$ cat config.mk
export PLATFORM = sky130hd
export DESIGN_NAME = cpu_control_fsm_flat
export DESIGN_NICKNAME = d
export VERILOG_FILES = /design/src/rtl/cpu_pkg.sv /design/src/rtl/cpu_control_fsm_if.sv /design/src/rtl/instr_decode.sv /design/src/rtl/cpu_control_fsm.sv /design/src/flat_wrapper.sv
export SDC_FILE = /design/constraint.sdc
export NUM_CORES = 1
export LEC_CHECK = 0
export CAP_MARGIN = 40
export CELL_PAD_IN_SITES_DETAIL_PLACEMENT = 1
export CELL_PAD_IN_SITES_GLOBAL_PLACEMENT = 1
export CORE_MARGIN = 5
export CORE_UTILIZATION = 32
export CTS_CLUSTER_SIZE = 25
export DETAILED_ROUTE_END_ITERATION = 7
export GPL_TIMING_DRIVEN = 0
export HOLD_SLACK_MARGIN = 0.15
export PLACE_DENSITY = 0.95
export SLEW_MARGIN = 20
export SYNTH_ARGS = -nofsm -noshare
export SYNTH_HDL_FRONTEND = slang
export SYNTH_HIERARCHICAL = 1
export SYNTH_SLANG_ARGS = --single-unit
$ cat constraint.sdc
create_clock -name clk -period 2.9 [get_ports clk]
set_input_delay 0.58 -clock clk [delete_from_list [all_inputs] [get_ports clk]]
set_output_delay 0.58 -clock clk [all_outputs]
set_load 0.05 [all_outputs]
$ cat src/rtl/cpu_pkg.sv
// -----------------------------------------------------------------------------
// cpu_pkg
// Shared definitions for the CPU control slice: controller state encoding,
// instruction class produced by the decoder, opcode and ALU-op constants and
// a small helper for the conditional-jump rule.
// -----------------------------------------------------------------------------
package cpu_pkg;

  // Encoding is externally visible on the debug state port.
  typedef enum logic [2:0] {
    ST_FETCH  = 3'd0,
    ST_DECODE = 3'd1,
    ST_EXEC   = 3'd2,
    ST_MEM    = 3'd3,
    ST_HALT   = 3'd4,
    ST_FAULT  = 3'd5
  } state_t;

  typedef enum logic [2:0] {
    CLS_ALU   = 3'd0,
    CLS_LOAD  = 3'd1,
    CLS_STORE = 3'd2,
    CLS_JUMP  = 3'd3,
    CLS_HALT  = 3'd4
  } op_class_t;

  // Opcodes (instr[15:12])
  localparam logic [3:0] OP_RTYPE = 4'h0;
  localparam logic [3:0] OP_LOAD  = 4'hC;
  localparam logic [3:0] OP_STORE = 4'hD;
  localparam logic [3:0] OP_JUMP  = 4'hE;
  localparam logic [3:0] OP_HALT  = 4'hF;

  // ALU operation codes; immediate forms reuse their opcode as the ALU op.
  localparam logic [3:0] ALU_NOP       = 4'h0;
  localparam logic [3:0] ALU_IMM_FIRST = 4'h1;
  localparam logic [3:0] ALU_IMM_LAST  = 4'hB;

  // instr[11] = 0 : unconditional; instr[11] = 1 : taken only on zero flag.
  function automatic logic jump_taken(input logic cond_bit, input logic zero);
    return !cond_bit || zero;
  endfunction

endpackage

$ cat src/rtl/cpu_control_fsm_if.sv
// -----------------------------------------------------------------------------
// cpu_control_fsm_if
// Bundle between the control FSM and the datapath/memory side.
//   Datapath -> FSM : instr, mem_ready, zero_flag, run
//   FSM -> datapath : ir_wen, pc_en, pc_sel, mem_rd, mem_wr, addr_sel, rf_wen,
//                     wb_sel, imm_sel, alu_op, halted, fault, state
// master = control FSM side, slave = datapath side.
// -----------------------------------------------------------------------------
interface cpu_control_fsm_if;
  logic [15:0] instr;
  logic        mem_ready;
  logic        zero_flag;
  logic        run;

  logic        ir_wen;
  logic        pc_en;
  logic        pc_sel;
  logic        mem_rd;
  logic        mem_wr;
  logic        addr_sel;
  logic        rf_wen;
  logic        wb_sel;
  logic        imm_sel;
  logic [3:0]  alu_op;
  logic        halted;
  logic        fault;
  logic [2:0]  state;

  modport master (
    input  instr, mem_ready, zero_flag, run,
    output ir_wen, pc_en, pc_sel, mem_rd, mem_wr, addr_sel, rf_wen, wb_sel,
           imm_sel, alu_op, halted, fault, state
  );

  modport slave (
    output instr, mem_ready, zero_flag, run,
    input  ir_wen, pc_en, pc_sel, mem_rd, mem_wr, addr_sel, rf_wen, wb_sel,
           imm_sel, alu_op, halted, fault, state
  );
endinterface

$ cat src/rtl/instr_decode.sv
// -----------------------------------------------------------------------------
// instr_decode
// Purely combinational instruction decode.
//   i_opcode  : instr[15:12]
//   i_funct   : instr[7:4], ALU op for R-type
//   o_class   : ALU / LOAD / STORE / JUMP / HALT
//   o_alu_op  : ALU operation (funct for R-type, opcode for immediate forms)
//   o_imm_sel : ALU operand B from immediate
// -----------------------------------------------------------------------------
module instr_decode
  import cpu_pkg::*;
(
  input  logic [3:0] i_opcode,
  input  logic [3:0] i_funct,
  output op_class_t  o_class,
  output logic [3:0] o_alu_op,
  output logic       o_imm_sel
);

  always_comb begin
    o_class   = CLS_ALU;
    o_alu_op  = ALU_NOP;
    o_imm_sel = 1'b0;
    if (i_opcode == OP_RTYPE) begin
      o_alu_op = i_funct;
    end else if (i_opcode >= ALU_IMM_FIRST && i_opcode <= ALU_IMM_LAST) begin
      o_alu_op  = i_opcode;
      o_imm_sel = 1'b1;
    end else begin
      case (i_opcode)
        OP_LOAD:  o_class = CLS_LOAD;
        OP_STORE: o_class = CLS_STORE;
        OP_JUMP:  o_class = CLS_JUMP;
        OP_HALT:  o_class = CLS_HALT;
        default:  o_class = CLS_ALU;
      endcase
    end
  end

endmodule

$ cat src/rtl/cpu_control_fsm.sv
// -----------------------------------------------------------------------------
// cpu_control_fsm
// Multi-cycle CPU controller: FETCH -> DECODE -> EXEC [-> MEM] -> FETCH, with
// HALT (left by a run pulse) and FAULT (left only by reset) states. Memory
// accesses in FETCH and MEM are bounded by an 8-bit wait counter.
//   clk    : clock, rising edge
//   reset  : asynchronous, active-low
//   ctl_if : master side of cpu_control_fsm_if (instr/mem_ready/zero_flag/run
//            in, control strobes and status out)
// Parameter MEM_TIMEOUT (1..255): wait cycles tolerated per memory access.
// -----------------------------------------------------------------------------
module cpu_control_fsm
  import cpu_pkg::*;
#(
  parameter int unsigned MEM_TIMEOUT = 15
) (
  input  logic clk,
  input  logic reset,
  cpu_control_fsm_if.master ctl_if
);

  localparam logic [7:0] TIMEOUT_CNT = 8'(MEM_TIMEOUT);

  state_t     r_state;
  logic [7:0] r_wait_cnt;

  state_t     w_next;
  logic       w_cnt_clr;
  logic       w_cnt_inc;
  logic       w_timeout;

  op_class_t  w_class;
  logic [3:0] w_dec_alu_op;
  logic       w_dec_imm_sel;

  logic       w_ir_wen, w_pc_en, w_pc_sel, w_mem_rd, w_mem_wr, w_addr_sel;
  logic       w_rf_wen, w_wb_sel, w_imm_sel, w_halted, w_fault;
  logic [3:0] w_alu_op;

  // instr bits that carry operands for the datapath only.
  logic       w_unused_bits;
  assign w_unused_bits = ^{ctl_if.instr[10:8], ctl_if.instr[3:0]};

  instr_decode u_decode (
    .i_opcode  (ctl_if.instr[15:12]),
    .i_funct   (ctl_if.instr[7:4]),
    .o_class   (w_class),
    .o_alu_op  (w_dec_alu_op),
    .o_imm_sel (w_dec_imm_sel)
  );

  // The counter holds k on the k-th wait cycle of an access. A wait cycle at
  // k == MEM_TIMEOUT faults, while mem_ready on that same cycle still succeeds.
  assign w_timeout = (r_wait_cnt == TIMEOUT_CNT);

  always_comb begin
    w_next     = r_state;
    w_cnt_clr  = 1'b0;
    w_cnt_inc  = 1'b0;
    w_ir_wen   = 1'b0;
    w_pc_en    = 1'b0;
    w_pc_sel   = 1'b0;
    w_mem_rd   = 1'b0;
    w_mem_wr   = 1'b0;
    w_addr_sel = 1'b0;
    w_rf_wen   = 1'b0;
    w_wb_sel   = 1'b0;
    w_imm_sel  = 1'b0;
    w_alu_op   = ALU_NOP;
    w_halted   = 1'b0;
    w_fault    = 1'b0;

    case (r_state)
      ST_FETCH: begin
        w_mem_rd = 1'b1;
        if (ctl_if.mem_ready) begin
          w_ir_wen = 1'b1;
          w_pc_en  = 1'b1;
          w_next   = ST_DECODE;
        end else if (w_timeout) begin
          w_next = ST_FAULT;
        end else begin
          w_cnt_inc = 1'b1;
        end
      end

      ST_DECODE: w_next = ST_EXEC;

      ST_EXEC: begin
        case (w_class)
          CLS_ALU: begin
            w_rf_wen  = 1'b1;
            w_alu_op  = w_dec_alu_op;
            w_imm_sel = w_dec_imm_sel;
            w_next    = ST_FETCH;
            w_cnt_clr = 1'b1;
          end
          CLS_LOAD, CLS_STORE: begin
            w_next    = ST_MEM;
            w_cnt_clr = 1'b1;
          end
          CLS_JUMP: begin
            if (jump_taken(ctl_if.instr[11], ctl_if.zero_flag)) begin
              w_pc_en  = 1'b1;
              w_pc_sel = 1'b1;
            end
            w_next    = ST_FETCH;
            w_cnt_clr = 1'b1;
          end
          CLS_HALT: w_next = ST_HALT;
          default:  w_next = ST_FAULT;
        endcase
      end

      ST_MEM: begin
        w_addr_sel = 1'b1;
        w_mem_rd   = (w_class == CLS_LOAD);
        w_mem_wr   = (w_class == CLS_STORE);
        if (ctl_if.mem_ready) begin
          w_rf_wen  = (w_class == CLS_LOAD);
          w_wb_sel  = (w_class == CLS_LOAD);
          w_next    = ST_FETCH;
          w_cnt_clr = 1'b1;
        end else if (w_timeout) begin
          w_next = ST_FAULT;
        end else begin
          w_cnt_inc = 1'b1;
        end
      end

      ST_HALT: begin
        w_halted = 1'b1;
        if (ctl_if.run) begin
          w_next    = ST_FETCH;
          w_cnt_clr = 1'b1;
        end
      end

      ST_FAULT: w_fault = 1'b1;

      default: w_next = ST_FAULT;
    endcase

    // Strobes are combinational, so reset must mask them directly: otherwise
    // the reset value FETCH would raise mem_rd (and ir_wen on mem_ready).
    if (!reset) begin
      w_ir_wen   = 1'b0;
      w_pc_en    = 1'b0;
      w_pc_sel   = 1'b0;
      w_mem_rd   = 1'b0;
      w_mem_wr   = 1'b0;
      w_addr_sel = 1'b0;
      w_rf_wen   = 1'b0;
      w_wb_sel   = 1'b0;
      w_imm_sel  = 1'b0;
      w_alu_op   = ALU_NOP;
      w_halted   = 1'b0;
      w_fault    = 1'b0;
    end
  end

  always_ff @(posedge clk or negedge reset) begin
    if (!reset) begin
      r_state    <= ST_FETCH;
      r_wait_cnt <= '0;
    end else begin
      r_state <= w_next;
      if (w_cnt_clr) begin
        r_wait_cnt <= '0;
      end else if (w_cnt_inc) begin
        r_wait_cnt <= r_wait_cnt + 8'd1;
      end
    end
  end

  assign ctl_if.ir_wen   = w_ir_wen;
  assign ctl_if.pc_en    = w_pc_en;
  assign ctl_if.pc_sel   = w_pc_sel;
  assign ctl_if.mem_rd   = w_mem_rd;
  assign ctl_if.mem_wr   = w_mem_wr;
  assign ctl_if.addr_sel = w_addr_sel;
  assign ctl_if.rf_wen   = w_rf_wen;
  assign ctl_if.wb_sel   = w_wb_sel;
  assign ctl_if.imm_sel  = w_imm_sel;
  assign ctl_if.alu_op   = w_alu_op;
  assign ctl_if.halted   = w_halted;
  assign ctl_if.fault    = w_fault;
  assign ctl_if.state    = r_state;

endmodule

$ cat src/flat_wrapper.sv
// flat-port wrapper written by rule: the top's interface ports become plain ports
module cpu_control_fsm_flat import cpu_pkg::*;
#(
  parameter int unsigned MEM_TIMEOUT = 15
)
  (clk, reset, ctl_if_instr, ctl_if_mem_ready, ctl_if_zero_flag, ctl_if_run, ctl_if_ir_wen, ctl_if_pc_en, ctl_if_pc_sel, ctl_if_mem_rd, ctl_if_mem_wr, ctl_if_addr_sel, ctl_if_rf_wen, ctl_if_wb_sel, ctl_if_imm_sel, ctl_if_alu_op, ctl_if_halted, ctl_if_fault, ctl_if_state);
  cpu_control_fsm_if ctl_if_i ();
  input  logic clk;
  input  logic reset;
  input wire logic [$bits(ctl_if_i.instr)-1:0] ctl_if_instr;
  input wire logic [$bits(ctl_if_i.mem_ready)-1:0] ctl_if_mem_ready;
  input wire logic [$bits(ctl_if_i.zero_flag)-1:0] ctl_if_zero_flag;
  input wire logic [$bits(ctl_if_i.run)-1:0] ctl_if_run;
  output wire logic [$bits(ctl_if_i.ir_wen)-1:0] ctl_if_ir_wen;
  output wire logic [$bits(ctl_if_i.pc_en)-1:0] ctl_if_pc_en;
  output wire logic [$bits(ctl_if_i.pc_sel)-1:0] ctl_if_pc_sel;
  output wire logic [$bits(ctl_if_i.mem_rd)-1:0] ctl_if_mem_rd;
  output wire logic [$bits(ctl_if_i.mem_wr)-1:0] ctl_if_mem_wr;
  output wire logic [$bits(ctl_if_i.addr_sel)-1:0] ctl_if_addr_sel;
  output wire logic [$bits(ctl_if_i.rf_wen)-1:0] ctl_if_rf_wen;
  output wire logic [$bits(ctl_if_i.wb_sel)-1:0] ctl_if_wb_sel;
  output wire logic [$bits(ctl_if_i.imm_sel)-1:0] ctl_if_imm_sel;
  output wire logic [$bits(ctl_if_i.alu_op)-1:0] ctl_if_alu_op;
  output wire logic [$bits(ctl_if_i.halted)-1:0] ctl_if_halted;
  output wire logic [$bits(ctl_if_i.fault)-1:0] ctl_if_fault;
  output wire logic [$bits(ctl_if_i.state)-1:0] ctl_if_state;
  assign ctl_if_i.instr = ctl_if_instr;
  assign ctl_if_i.mem_ready = ctl_if_mem_ready;
  assign ctl_if_i.zero_flag = ctl_if_zero_flag;
  assign ctl_if_i.run = ctl_if_run;
  assign ctl_if_ir_wen = ctl_if_i.ir_wen;
  assign ctl_if_pc_en = ctl_if_i.pc_en;
  assign ctl_if_pc_sel = ctl_if_i.pc_sel;
  assign ctl_if_mem_rd = ctl_if_i.mem_rd;
  assign ctl_if_mem_wr = ctl_if_i.mem_wr;
  assign ctl_if_addr_sel = ctl_if_i.addr_sel;
  assign ctl_if_rf_wen = ctl_if_i.rf_wen;
  assign ctl_if_wb_sel = ctl_if_i.wb_sel;
  assign ctl_if_imm_sel = ctl_if_i.imm_sel;
  assign ctl_if_alu_op = ctl_if_i.alu_op;
  assign ctl_if_halted = ctl_if_i.halted;
  assign ctl_if_fault = ctl_if_i.fault;
  assign ctl_if_state = ctl_if_i.state;
  cpu_control_fsm #(.MEM_TIMEOUT(MEM_TIMEOUT)) u_core (.clk(clk), .reset(reset), .ctl_if(ctl_if_i));
endmodule
# == After elaboration in Yosys (flattened, before gate mapping) ==
# Cells that the tools add are included.
# totals
regBits,11
in_bits,21
out_inout_bits,18
elab_cells,85
# classes
n_addsub,1
magnitude_cmp,2
n_eq_ne,15
n_mux,52
bitwise,1
reduce_logical,12
# ops
cell,count
$mux 1,32
$mux 4,5
$mux 3,6
$pmux 3 s6,1
$eq 4x4->1 const B,4
$mux 8,2
$eq 3x2->1 const B,4
$pmux 3 s4,1
$eq 3x3->1 const B,3
$pmux 3 s3,1
$add 8x1->8 const B,1
$eq 8x4->1 const B,1
$eq 3x1->1 const B,2
$logic_not 3->1,2
$pmux 1 s2,3
$reduce_or 2->1,3
$ge 4x1->1 const B,1
$le 4x4->1 const B,1
$logic_not 4->1,1
$reduce_or 4->1,1
$pmux 1 s3,1
$ne 2x2->1 const B,1
$reduce_and 2->1,1
$reduce_bool 2->1,1
4 further kinds,4

# == Longest topological paths before layout ==
# Gate-level depths: netlist (run 1).
# depth
word_depth,9
ltp_mapped,7

# == Modules after synthesis ==
# The synthesis (run 1) kept the hierarchy.
# modules_own_cells
module,n_inst,cells_per_inst,area_per_inst_um2,seq_area_each_um2
cpu_control_fsm,1,104,843.3,275.3
instr_decode,1,19,112.6,0.0

# == Worst setup path after synthesis (run 1) ==
# Ideal clock, no wire load.
# synth_path
path_kind,register to output
start,"register u_core.r_state[1], in the netlist u_core/ctl_if.state[1]"
end,output ctl_if_mem_wr
arrival_ns,3.179
required_time_ns,2.320
slack_ns,-0.859
stages_incl_launch_ff,4
n_path_buf,1
cell_sequence,dfrtp_1 -> clkbuf_1 -> and4_1 -> nor4bb_1
# synth_via
elab_chain_len,3
# synth_lines
element,line,rtl
start: declaration,cpu_control_fsm.sv:24,state_t r_state;
start signal: assignment,cpu_control_fsm.sv:167,r_state <= w_next;
$eq 3x2->1,cpu_control_fsm.sv:73,case (r_state)
$mux 1,cpu_control_fsm.sv:73,
$mux 1,cpu_control_fsm.sv:146,if (!reset) begin
end: declaration,flat_wrapper.sv:18,output wire logic [$bits(ctl_if_i.mem_wr)-1:0] ctl_if_mem_wr;
# Every way passes these cells.

# == Worst setup path in the final report (run 1) ==
# layout_path
start,"register u_core.r_state[0], in the netlist u_core/ctl_if.state[0]"
end,output ctl_if_rf_wen
# layout_via
elab_chain_len,3
# layout_lines
element,line,rtl
$eq 3x2->1,cpu_control_fsm.sv:73,
$pmux 1 s2 *,cpu_control_fsm.sv:73,
$mux 1 *,cpu_control_fsm.sv:146,
end: declaration,flat_wrapper.sv:20,output wire logic [$bits(ctl_if_i.rf_wen)-1:0] ctl_if_rf_wen;
# Every way passes the cells marked *; elsewhere a longest branch is shown, timed or not.

==> results of run 1 <==
cells in the final DEF (no fill, tap or decap), drive strengths merged, types with 4 or more instances in the layout:
cell type,synthesis,routed
nand3,5,5
dfrtp,11,11
nand2b,5,5
nand2,6,6
a21oi,10,10
nor3,5,5
clkdlybuf4s50,0,11
nor2,13,13
or4,4,4
o21ai,6,6
dlymetal6s2s,0,4
inv,5,5
buf,2,12
clkbuf,3,9
and2,5,5
flip-flops by register name, summed over array words and instances, names as in the netlist:
name and count:
u_core/ctl_if.state 3, u_core/r_wait_cnt 8
worst paths after layout:
path,start,to,slack [ns],depth (start not counted)
worst max-delay path,u_core/ctl_if.state[0],ctl_if_rf_wen,0.12,6
worst min-delay path,reset,u_core/r_wait_cnt[7],0.18,1
worst max register to register,u_core/ctl_if.state[0],u_core/r_wait_cnt[6],1.09,5
worst min register to register,u_core/r_wait_cnt[2],u_core/r_wait_cnt[2],0.56,1
max in group asynchronous,reset,u_core/ctl_if.state[0],2.49,1
min in group clk,u_core/r_wait_cnt[2],u_core/r_wait_cnt[2],0.56,1
layer usage:
layer	GRT usage, %	share of wire, %	vias up	routed length, um
li1	-	-	522	-
met1	18.93	43	535	1363
met2	31.31	51	30	1640
met3	3.282	4.9	3	156
met4	5.277	1.1	0	35
met5	0	0	-	0
cells by family (layout without fill, tap and decap cells):
| logic type | Yosys count | in the layout | share of synthesized area [%] |
|---|---|---|---|
| multiplexers | 1 | 1 | 1.047 |
| adder cells (fa/ha/maj) | 1 | 1 | 1.309 |
| buffers and inverters | 10 | 47 | 4.057 |
| AO/OA/AOI/OAI | 31 | 31 | 20.94 |
| flip-flops | 11 | 11 | 28.80 |
| XOR/XNOR | 5 | 5 | 5.368 |
| AND/OR/NAND/NOR | 64 | 64 | 38.48 |
per-stage QoR:
step | cells | setup TNS, ns | setup WS (ns)
after floorplan | 123 | -0.02271 | -0.02271
after global placement | 185 | -12.26 | -1.146
after detailed placement | 186 | -11.84 | -1.105
after CTS | 191 | 0 | 0.03943
after global routing | 191 | 0 | 0.001466
final | 191 | 0 | 0.1207
power by group through the flow:
stage | Combinational, mW | Sequential [mW] | Clock [mW]
5_1_grt | 0.667 | 0.231 | 0.127
6_report | 0.613 | 0.226 | 0.108
4_1_cts | 0.617 | 0.226 | 0.113
3_3_place_gp | 0.588 | 0.225 | 0
2_1_floorplan | 0.358 | 0.289 | 0
3_5_place_dp | 0.610 | 0.228 | 0
area by class of cell:
type | count | area (sq um) | share of cell area (%)
repair buffers | 33 | 312.8 | 22.05
plain buffers | 5 | 23.77 | 1.675
inverters | 5 | 18.77 | 1.323
well taps | 31 | 38.79 | 2.734
flip-flops and latches | 11 | 275.3 | 19.40
clock buffers | 4 | 26.28 | 1.852
multi-input cells | 102 | 723.2 | 50.97
worst max-delay path: stages (launching register included):
cell and delay, ns:
dfrtp_1 0.38, buf_2 0.18, or4bb_4 0.58, nor2_1 0.15
a31oi_1 0.10, nor3_4 0.14, clkdlybuf4s15_2 0.39
Yosys cell counts:
master | count | area [sq um]
o21ai_0 | 5 | 25.02
and3_1 | 3 | 18.77
a21oi_1 | 10 | 50.05
inv_1 | 5 | 18.77
o31ai_1 | 2 | 15.01
xnor2_1 | 2 | 17.52
or2_1 | 1 | 6.260
a211oi_1 | 1 | 7.510
nor2_1 | 13 | 48.80
a31oi_1 | 2 | 12.51
and2_1 | 5 | 31.28
or2b_1 | 1 | 7.510
nand4_1 | 2 | 12.51
dfrtp_1 | 11 | 275.3
or3_1 | 1 | 6.260
nor4_1 | 1 | 6.260
or4bb_1 | 1 | 11.26
nand3_1 | 5 | 25.02
a221o_1 | 1 | 10.01
buf_2 | 1 | 5.000
xor2_1 | 2 | 17.52
a21boi_0 | 3 | 22.52
mux2i_1 | 1 | 10.01
nand3b_1 | 1 | 7.510
nor3_1 | 5 | 25.02
nand2b_1 | 5 | 31.28
nor4bb_1 | 1 | 10.01
or3b_1 | 1 | 8.760
and4_1 | 3 | 26.28
ha_1 | 1 | 12.51
or2_2 | 2 | 12.51
o21a_1 | 2 | 15.01
o31ai_2 | 1 | 12.51
o211ai_1 | 1 | 7.510
xnor2_2 | 1 | 16.27
buf_1 | 1 | 3.750
nor2b_1 | 2 | 12.51
a31o_2 | 2 | 17.52
o21ai_1 | 1 | 5.000
or4_1 | 4 | 30.03
clkbuf_1 | 3 | 11.26
nor3b_1 | 1 | 7.510
nand2_1 | 6 | 22.52
repair_timing:
action,CTS,global route
setup endpoints to repair,15,12
setup buffers,1,0
gates cloned,0,0
endpoints found under the hold margin,0,0
pin swaps,1,1
resized for setup,74,9
==> results.sh, run 1 <==
export IMPL_p_sw_mw=0.4941
export IMPL_dieArea_sq_um=4180
export IMPL_clkPwrFrac_pct=11.4
export IMPL_p_sw_share_pct=52.21
export IMPL_timing_max_cap_violations=0
export IMPL_placementRows=19
export IMPL_h_tree_depth=1
export IMPL_cts_tree="yes"
export IMPL_syn_area_sq_um=955.9
export IMPL_status="complete, no violations"
export IMPL_drt_pass1_iter_count=4
export IMPL_grt_max_degree=16
export IMPL_worstSkewPairLatency_ns=0.28
export IMPL_avgSynthCellArea_sq_um=7.772
export IMPL_crit_fanout=8
export IMPL_fin_util_pct=50.58
export IMPL_die_height_um=64.66
export IMPL_num_antenna_cells=0
export IMPL_nFillCells=341
export IMPL_dp_hpwl_um=2462
export IMPL_yosysSeqAreaShare_pct=28.80
export IMPL_cts_made_buffers=3
export IMPL_setup_viol=0
export IMPL_routed_wirelength_um=3195
export IMPL_grt_util_all_layers_pct=16.70
export IMPL_internal_power_mw=0.4524
export IMPL_crit_path_end_kind="output pin"
export IMPL_die_x_um=64.66
export IMPL_grt_pass1_vias=1164
export IMPL_io_pins=39
export IMPL_pwr_share_comb_pct=64.7
export IMPL_cts_clk_slew_worst_paths_ns=0.07
export IMPL_synth_nets=145
export IMPL_fin_total_pwr_mw=0.9465
export IMPL_syn_to_final_growth_pct=48.43
export IMPL_ys_seq_elements=11
export IMPL_cp_arrival_ns=2.20
export IMPL_power_leakage_nw=0.6591
export IMPL_io_buffers=31
export IMPL_remaining_drc_errors=0
export IMPL_ant_nets=0
export IMPL_cts_root_buf="clkbuf_4"
export IMPL_tightest_slew_ns=0.6165
export IMPL_hold_buffers=0
export IMPL_gp_congestion=0.7743
export IMPL_seqPwrFrac_pct=23.8
export IMPL_fin_crit_ns=2.779
export IMPL_slew_headroom_pct=58.63
export IMPL_hold_path_class="input pin to async pin"
export IMPL_synth_warnings=6
export IMPL_start_kind="flip-flop"
export IMPL_rsz0062_at_grt="false"
export IMPL_cts_num_sinks=11
export IMPL_timing_hold_ws_ns=0.1764
export IMPL_start_util_pct=34.08
export IMPL_worstSetupPathType="flip-flop to output pin"
export IMPL_ys_types=43
export IMPL_p_per_area_nw_per_um2=667.1
export IMPL_wire_per_inst_um=16.73
export IMPL_detailroute_via_count=1090
export IMPL_required_ns=2.32
export IMPL_clock_skew_ns=0.004001
export IMPL_cts_buffer_depth=2
export IMPL_grt_pass1_wl_um=5589
export IMPL_antenna_found_initial=0
export IMPL_drive_gt1_share_pct=21.88
export IMPL_fin_nets=183
export IMPL_grt_overflow_total=0
export IMPL_max_freq_mhz=359.8
export IMPL_core_sq_um=2805
export IMPL_routed_via_density=5.707
export IMPL_final_period_utilization_pct=95.84
export IMPL_final_area_sq_um=1419
export IMPL_slew_viol_final=0
export IMPL_netlist_instances=123
export IMPL_drt_iter0_markers=58
export IMPL_place_area_sq_um=1348
export IMPL_ir_drop_v=0.0003029
export IMPL_hold_viol=0
(Power assumes the default switching activity.)
==> run 2, diff against run 1 <==
--- a/config.mk
+++ b/config.mk
@@ -9,12 +9,12 @@
 export CELL_PAD_IN_SITES_DETAIL_PLACEMENT = 1
 export CELL_PAD_IN_SITES_GLOBAL_PLACEMENT = 1
 export CORE_MARGIN = 5
-export CORE_UTILIZATION = 32
+export CORE_UTILIZATION = 27
 export CTS_CLUSTER_SIZE = 25
 export DETAILED_ROUTE_END_ITERATION = 7
 export GPL_TIMING_DRIVEN = 0
 export HOLD_SLACK_MARGIN = 0.15
-export PLACE_DENSITY = 0.95
+export PLACE_DENSITY = 0.87
 export SLEW_MARGIN = 20
 export SYNTH_ARGS = -nofsm -noshare
 export SYNTH_HDL_FRONTEND = slang
==> constraint.sdc (replaced) <==
create_clock -name clk -period 2.37 [get_ports clk]
set_input_delay 0.474 -clock clk [delete_from_list [all_inputs] [get_ports clk]]
set_output_delay 0.474 -clock clk [all_outputs]
set_load 0.05 [all_outputs]
==> run 2 against run 1 <==
- the run now ends with negative setup slack left
- sequential power rose by 23%
- clock-buffer cell count stayed put
- final cell count is 13% higher
- flip-flop and latch count unchanged
- clock power is 18% higher
- non-clock buffer count grew 10
- register-to-register slack lost 0.63 ns
- global-route usage fell by 2.0 points
- largest cell class unchanged
- largest power group unchanged
==> results.sh, run 2 (synthesis results as in run 1) <==
export IMPL_dp_hpwl_um=2566
export IMPL_ant_nets=0
export IMPL_dieArea_sq_um=4830
export IMPL_status="complete, but fails checks"
export IMPL_wire_per_inst_um=16.72
export IMPL_internal_power_mw=0.6073
export IMPL_p_sw_share_pct=50.58
export IMPL_ir_drop_v=0.0003842
export IMPL_max_freq_mhz=420.7
export IMPL_clkPwrFrac_pct=10.4
export IMPL_p_sw_mw=0.6216
export IMPL_fin_nets=193
export IMPL_power_leakage_nw=0.6720
export IMPL_syn_to_final_growth_pct=61.65
export IMPL_seqPwrFrac_pct=22.6
export IMPL_remaining_drc_errors=0
export IMPL_fin_total_pwr_mw=1.229
export IMPL_mostFrequentLayoutCell="buf_4"
export IMPL_required_ns=1.90
export IMPL_cts_root_buf="clkbuf_4"
export IMPL_die_height_um=69.50
export IMPL_layout_common_cells="buf_4, clkdlybuf4s50_1, nor2_1"
export IMPL_seq_area_sq_um=277.8
export IMPL_pwr_share_comb_pct=67.0
export IMPL_h_tree_depth=1
export IMPL_num_antenna_cells=0
export IMPL_grt_overflow_total=0
export IMPL_fin_crit_ns=2.377
export IMPL_multi_input_area_sq_um=733.2
export IMPL_cp_arrival_ns=1.90
export IMPL_drt_iter0_markers=53
export IMPL_place_area_sq_um=1389
export IMPL_grt_max_degree=12
export IMPL_die_x_um=69.50
export IMPL_nFillCells=393
export IMPL_io_pins=39
export IMPL_slew_viol_final=0
export IMPL_start_util_pct=28.20
export IMPL_core_sq_um=3390
export IMPL_cts_buffer_depth=2
export IMPL_cts_made_buffers=3
export IMPL_p_per_area_nw_per_um2=795.3
export IMPL_drt_pass1_iter_count=4
export IMPL_hold_path_class="flip-flop to flip-flop"
export IMPL_crit_path_end_kind="output pin"
export IMPL_worstSkewPairLatency_ns=0.27
export IMPL_grt_util_all_layers_pct=14.68
export IMPL_cts_tree="yes"
export IMPL_gp_congestion=0.7447
export IMPL_violations="negative setup slack"
export IMPL_antenna_found_initial=0
export IMPL_placementRows=21
export IMPL_cts_num_sinks=11
export IMPL_final_area_sq_um=1545
export IMPL_regMostFlops="u_core/r_wait_cnt"
export IMPL_largest_reg_flops=8
export IMPL_final_period_utilization_pct=100.3
export IMPL_start_kind="flip-flop"
export IMPL_crit_fanout=5
export IMPL_hold_viol=0
export IMPL_setup_viol=2
export IMPL_worstSetupPathType="flip-flop to output pin"
export IMPL_routed_wirelength_um=3612
export IMPL_slew_headroom_pct=56.44
export IMPL_fin_ws_ns=-0.006845
export IMPL_io_buffers=31
export IMPL_rsz0062_at_grt="true"
export IMPL_grt_pass1_vias=1223
export IMPL_grt_pass1_wl_um=5989
export IMPL_tightest_slew_ns=0.6490
export IMPL_routed_via_density=5.269
export IMPL_cts_clk_slew_worst_paths_ns=0.07
export IMPL_clock_skew_ns=0.001161
export IMPL_detailroute_via_count=1138
export IMPL_drive_gt1_share_pct=33.53
export IMPL_timing_max_cap_violations=0
run 2: power groups by stage:
| stage | clock network (mW) | logic, mW | registers [mW] |
|---|---|---|---|
| 2_1_floorplan | 0 | 0.455 | 0.360 |
| 3_3_place_gp | 0 | 0.738 | 0.282 |
| 3_5_place_dp | 0 | 0.766 | 0.285 |
| 4_1_cts | 0.138 | 0.807 | 0.278 |
| 5_1_grt | 0.150 | 0.889 | 0.286 |
| 6_report | 0.127 | 0.823 | 0.278 |
run 2: critical path, cell delays in order, from the launching register on:
cell	delay, ns
dfrtp_2	0.43
or4bb_4	0.58
nor3_4	0.28
and2_2	0.19
buf_6	0.15
run 2: routing by layer:
metal  GRT usage, %  vias up  routed length (um)
met3          2.464        2                 159
li1               -      544                   -
met2          28.60       32                1942
met5              0        -                   0
met4          3.254        0                  15
met1          16.32      560                1495
run 2: timing repair:
item / 4_1_cts / 5_1_grt
buffers inserted: 9 / 2
resized for setup: 96 / 15
gates cloned: 0 / 0
pin swaps: 7 / 3
endpoints found under the hold margin: 11 / 0
hold buffers: 1 / 0
endpoints found under the setup margin: 15 / 14
run 2: final cells by class:
cell class | instances | area share, %
multi-input combinational | 102 | 47.45
timing repair buffer | 44 | 26.15
sequential | 11 | 17.98
tap | 46 | 3.725
buffer | 4 | 1.781
clock buffer | 4 | 1.700
inverter | 5 | 1.215
run 2: through the flow:
stage	setup WS (ns)	TNS [ns]	hold slack, ns	util, %	cells
floorplan	-0.07234	-0.1241	0.1784	-	123
global placement	-1.414	-21.30	0.5181	40.83	200
detailed placement	-1.452	-18.02	0.5244	40.97	201
CTS	0.0002252	0	0.5593	44.81	214
global route	-0.1028	-0.5635	0.5805	45.59	216
finish	-0.006845	-0.006930	0.5586	45.59	216
run 2: worst paths after layout:
path | from | to | slack [ns] | cells after the start
worst max-delay path | u_core/ctl_if.state[0] | ctl_if_alu_op[1] | -0.007 | 4
worst min-delay path | u_core/r_wait_cnt[2] | u_core/r_wait_cnt[2] | 0.56 | 1
worst max register to register | u_core/ctl_if.state[0] | u_core/r_wait_cnt[7] | 0.46 | 5
worst min register to register | u_core/r_wait_cnt[2] | u_core/r_wait_cnt[2] | 0.56 | 1
max in group asynchronous | reset | u_core/ctl_if.state[0] | 1.24 | 2
min in group asynchronous | reset | u_core/r_wait_cnt[7] | 0.75 | 2
==> run 3, diff against run 2 <==
--- a/config.mk
+++ b/config.mk
@@ -9,12 +9,12 @@
 export CELL_PAD_IN_SITES_DETAIL_PLACEMENT = 1
 export CELL_PAD_IN_SITES_GLOBAL_PLACEMENT = 1
 export CORE_MARGIN = 5
-export CORE_UTILIZATION = 27
+export CORE_UTILIZATION = 32
 export CTS_CLUSTER_SIZE = 25
 export DETAILED_ROUTE_END_ITERATION = 7
 export GPL_TIMING_DRIVEN = 0
 export HOLD_SLACK_MARGIN = 0.15
-export PLACE_DENSITY = 0.87
+export PLACE_DENSITY = 0.95
 export SLEW_MARGIN = 20
 export SYNTH_ARGS = -nofsm -noshare
 export SYNTH_HDL_FRONTEND = slang
==> constraint.sdc (replaced) <==
create_clock -name clk -period 2.94 [get_ports clk]
set_input_delay 0.588 -clock clk [delete_from_list [all_inputs] [get_ports clk]]
set_output_delay 0.588 -clock clk [all_outputs]
set_load 0.05 [all_outputs]
==> run 3 against run 2 <==
- the flow now finishes without violations
- clock power fell by 16%
- worst hold slack got worse by 0.38 ns
- final area fell by 8.7%
- flip-flop and latch count did not move
- total power fell by 24%
- final cell count fell by 12%
- core utilization rose by 4.7 points
- die area fell by 13%
- first-iteration DRC count rose by 7.5%
- critical endpoint is now ctl_if_rf_wen
- largest power group unchanged
- highest routed layer unchanged
==> results.sh, run 3 (synthesis results as in run 1) <==
export IMPL_status="complete, no violations"
export IMPL_max_freq_mhz=352.0
export IMPL_clock_skew_ns=0.003749
export IMPL_hold_viol=0
export IMPL_timing_max_cap_violations=0
export IMPL_layout_common_cells="clkdlybuf4s50_1, nor2_1, dfrtp_1"
export IMPL_slew_headroom_pct=58.96
export IMPL_hold_path_class="input pin to async pin"
export IMPL_nFillCells=343
export IMPL_worstSetupPathType="flip-flop to output pin"
export IMPL_io_buffers=31
export IMPL_wire_per_inst_um=16.68
export IMPL_crit_fanout=8
export IMPL_cts_buffer_depth=2
export IMPL_ir_drop_v=0.0003005
export IMPL_setup_viol=0
export IMPL_layoutNonFillerInstCount=191
export IMPL_final_period_utilization_pct=96.62
export IMPL_io_pins=39
export IMPL_slew_viol_final=0
export IMPL_start_kind="flip-flop"
export IMPL_worstSkewPairLatency_ns=0.28
export IMPL_num_antenna_cells=0
export IMPL_cts_clk_slew_worst_paths_ns=0.07
export IMPL_routed_wirelength_um=3186
export IMPL_place_area_sq_um=1348
export IMPL_cp_slowest_stage_delay_ns=0.63
export IMPL_gp_congestion=0.7743
export IMPL_drt_pass1_iter_count=4
export IMPL_grt_pass1_wl_um=5540
export IMPL_p_per_area_nw_per_um2=658.8
export IMPL_crit_path_end_kind="output pin"
export IMPL_cts_made_buffers=3
export IMPL_dpl_cell_count=186
export IMPL_ant_nets=0
export IMPL_placementRows=19
export IMPL_routed_via_density=5.660
export IMPL_cts_tree="yes"
export IMPL_drt_iter0_markers=57
export IMPL_grt_max_degree=16
export IMPL_power_leakage_nw=0.6220
export IMPL_syn_to_final_growth_pct=47.51
export IMPL_h_tree_depth=1
export IMPL_regMostFlops="u_core/r_wait_cnt"
export IMPL_fin_nets=183
export IMPL_dieArea_sq_um=4180
export IMPL_timing_hold_ws_ns=0.1836
export IMPL_final_area_sq_um=1410
export IMPL_antenna_found_initial=0
export IMPL_start_util_pct=34.08
export IMPL_cts_num_sinks=11
export IMPL_hold_buffers=0
export IMPL_tightest_slew_ns=0.6115
export IMPL_required_ns=2.35
export IMPL_seq_area_sq_um=275.3
export IMPL_die_x_um=64.66
export IMPL_mostFrequentLayoutCell="clkdlybuf4s50_1"
export IMPL_crit_slowest_cell="or4bb_1"
export IMPL_detailroute_via_count=1081
export IMPL_die_height_um=64.66
export IMPL_cp_cell_sequence="buf_2 -> or4bb_1 -> nor2_1 -> a31oi_1 -> nor3_4 -> clkdlybuf4s15_2"
export IMPL_grt_overflow_total=0
export IMPL_dp_hpwl_um=2462
export IMPL_largest_reg_flops=8
export IMPL_fin_total_pwr_mw=0.9289
export IMPL_rsz0062_at_grt="false"
export IMPL_grt_util_all_layers_pct=16.48
export IMPL_cts_root_buf="clkbuf_4"
export IMPL_grt_pass1_vias=1148
export IMPL_fin_crit_ns=2.841
export IMPL_cp_arrival_ns=2.25
export IMPL_remaining_drc_errors=0
export IMPL_core_sq_um=2805
export IMPL_drive_gt1_share_pct=21.25
export IMPL_multi_input_area_sq_um=719.4
-- run 3: layer usage --
metal / wire [um] / global-route usage [%] / vias up
li1: - / - / 522
met1: 1370 / 18.82 / 526
met2: 1614 / 30.67 / 30
met3: 166 / 3.282 / 3
met4: 35 / 5.277 / 0
met5: 0 / 0 / -
-- run 3: layout make-up --
cell class | instances | area share (%)
multi-input cells | 102 | 51.02
repair buffers | 33 | 21.83
flip-flops and latches | 11 | 19.52
well taps | 31 | 2.751
clock buffers | 4 | 1.863
plain buffers | 5 | 1.686
inverters | 5 | 1.331
-- run 3: metrics by stage --
step / util, % / setup slack, ns / setup TNS [ns]
after floorplan: - / 0.009286 / 0
after global placement: 47.86 / -1.122 / -11.75
after detailed placement: 48.04 / -1.081 / -11.48
after CTS: 50.58 / 0.002148 / 0
after global routing: 50.27 / 0.01324 / 0
final: 50.27 / 0.09929 / 0
-- run 3: worst paths after layout --
| check | from | slack, ns | cells after the start | endpoint |
|---|---|---|---|---|
| worst max-delay path | u_core/ctl_if.state[0] | 0.1 | 6 | ctl_if_rf_wen |
| worst min-delay path | reset | 0.18 | 1 | u_core/r_wait_cnt[7] |
| worst max register to register | u_core/ctl_if.state[0] | 1.12 | 5 | u_core/r_wait_cnt[6] |
| worst min register to register | u_core/r_wait_cnt[2] | 0.55 | 1 | u_core/r_wait_cnt[2] |
| max in group asynchronous | reset | 2.52 | 1 | u_core/ctl_if.state[0] |
| min in group clk | u_core/r_wait_cnt[2] | 0.55 | 1 | u_core/r_wait_cnt[2] |
-- run 3: timing repair --
| item | 4_1_cts | 5_1_grt |
|---|---|---|
| resized for setup | 72 | 8 |
| setup buffers | 1 | 0 |
| setup endpoints to repair | 15 | 6 |
| pin swaps | 1 | 0 |
-- run 3: worst max-delay path: cells and delay by family, from the launching register on --
kind	cells	cell delay [ns]
flip-flops	1	0.38
buffers and inverters	2	0.56
AND/OR/NAND/NOR	3	0.94
AO/OA/AOI/OAI	1	0.09
-- run 3: report_power, final --
part	internal [mW]	switching [mW]
Sequential	0.185	0.0369
Combinational	0.206	0.394
Clock	0.0528	0.0540
Total	0.444	0.485
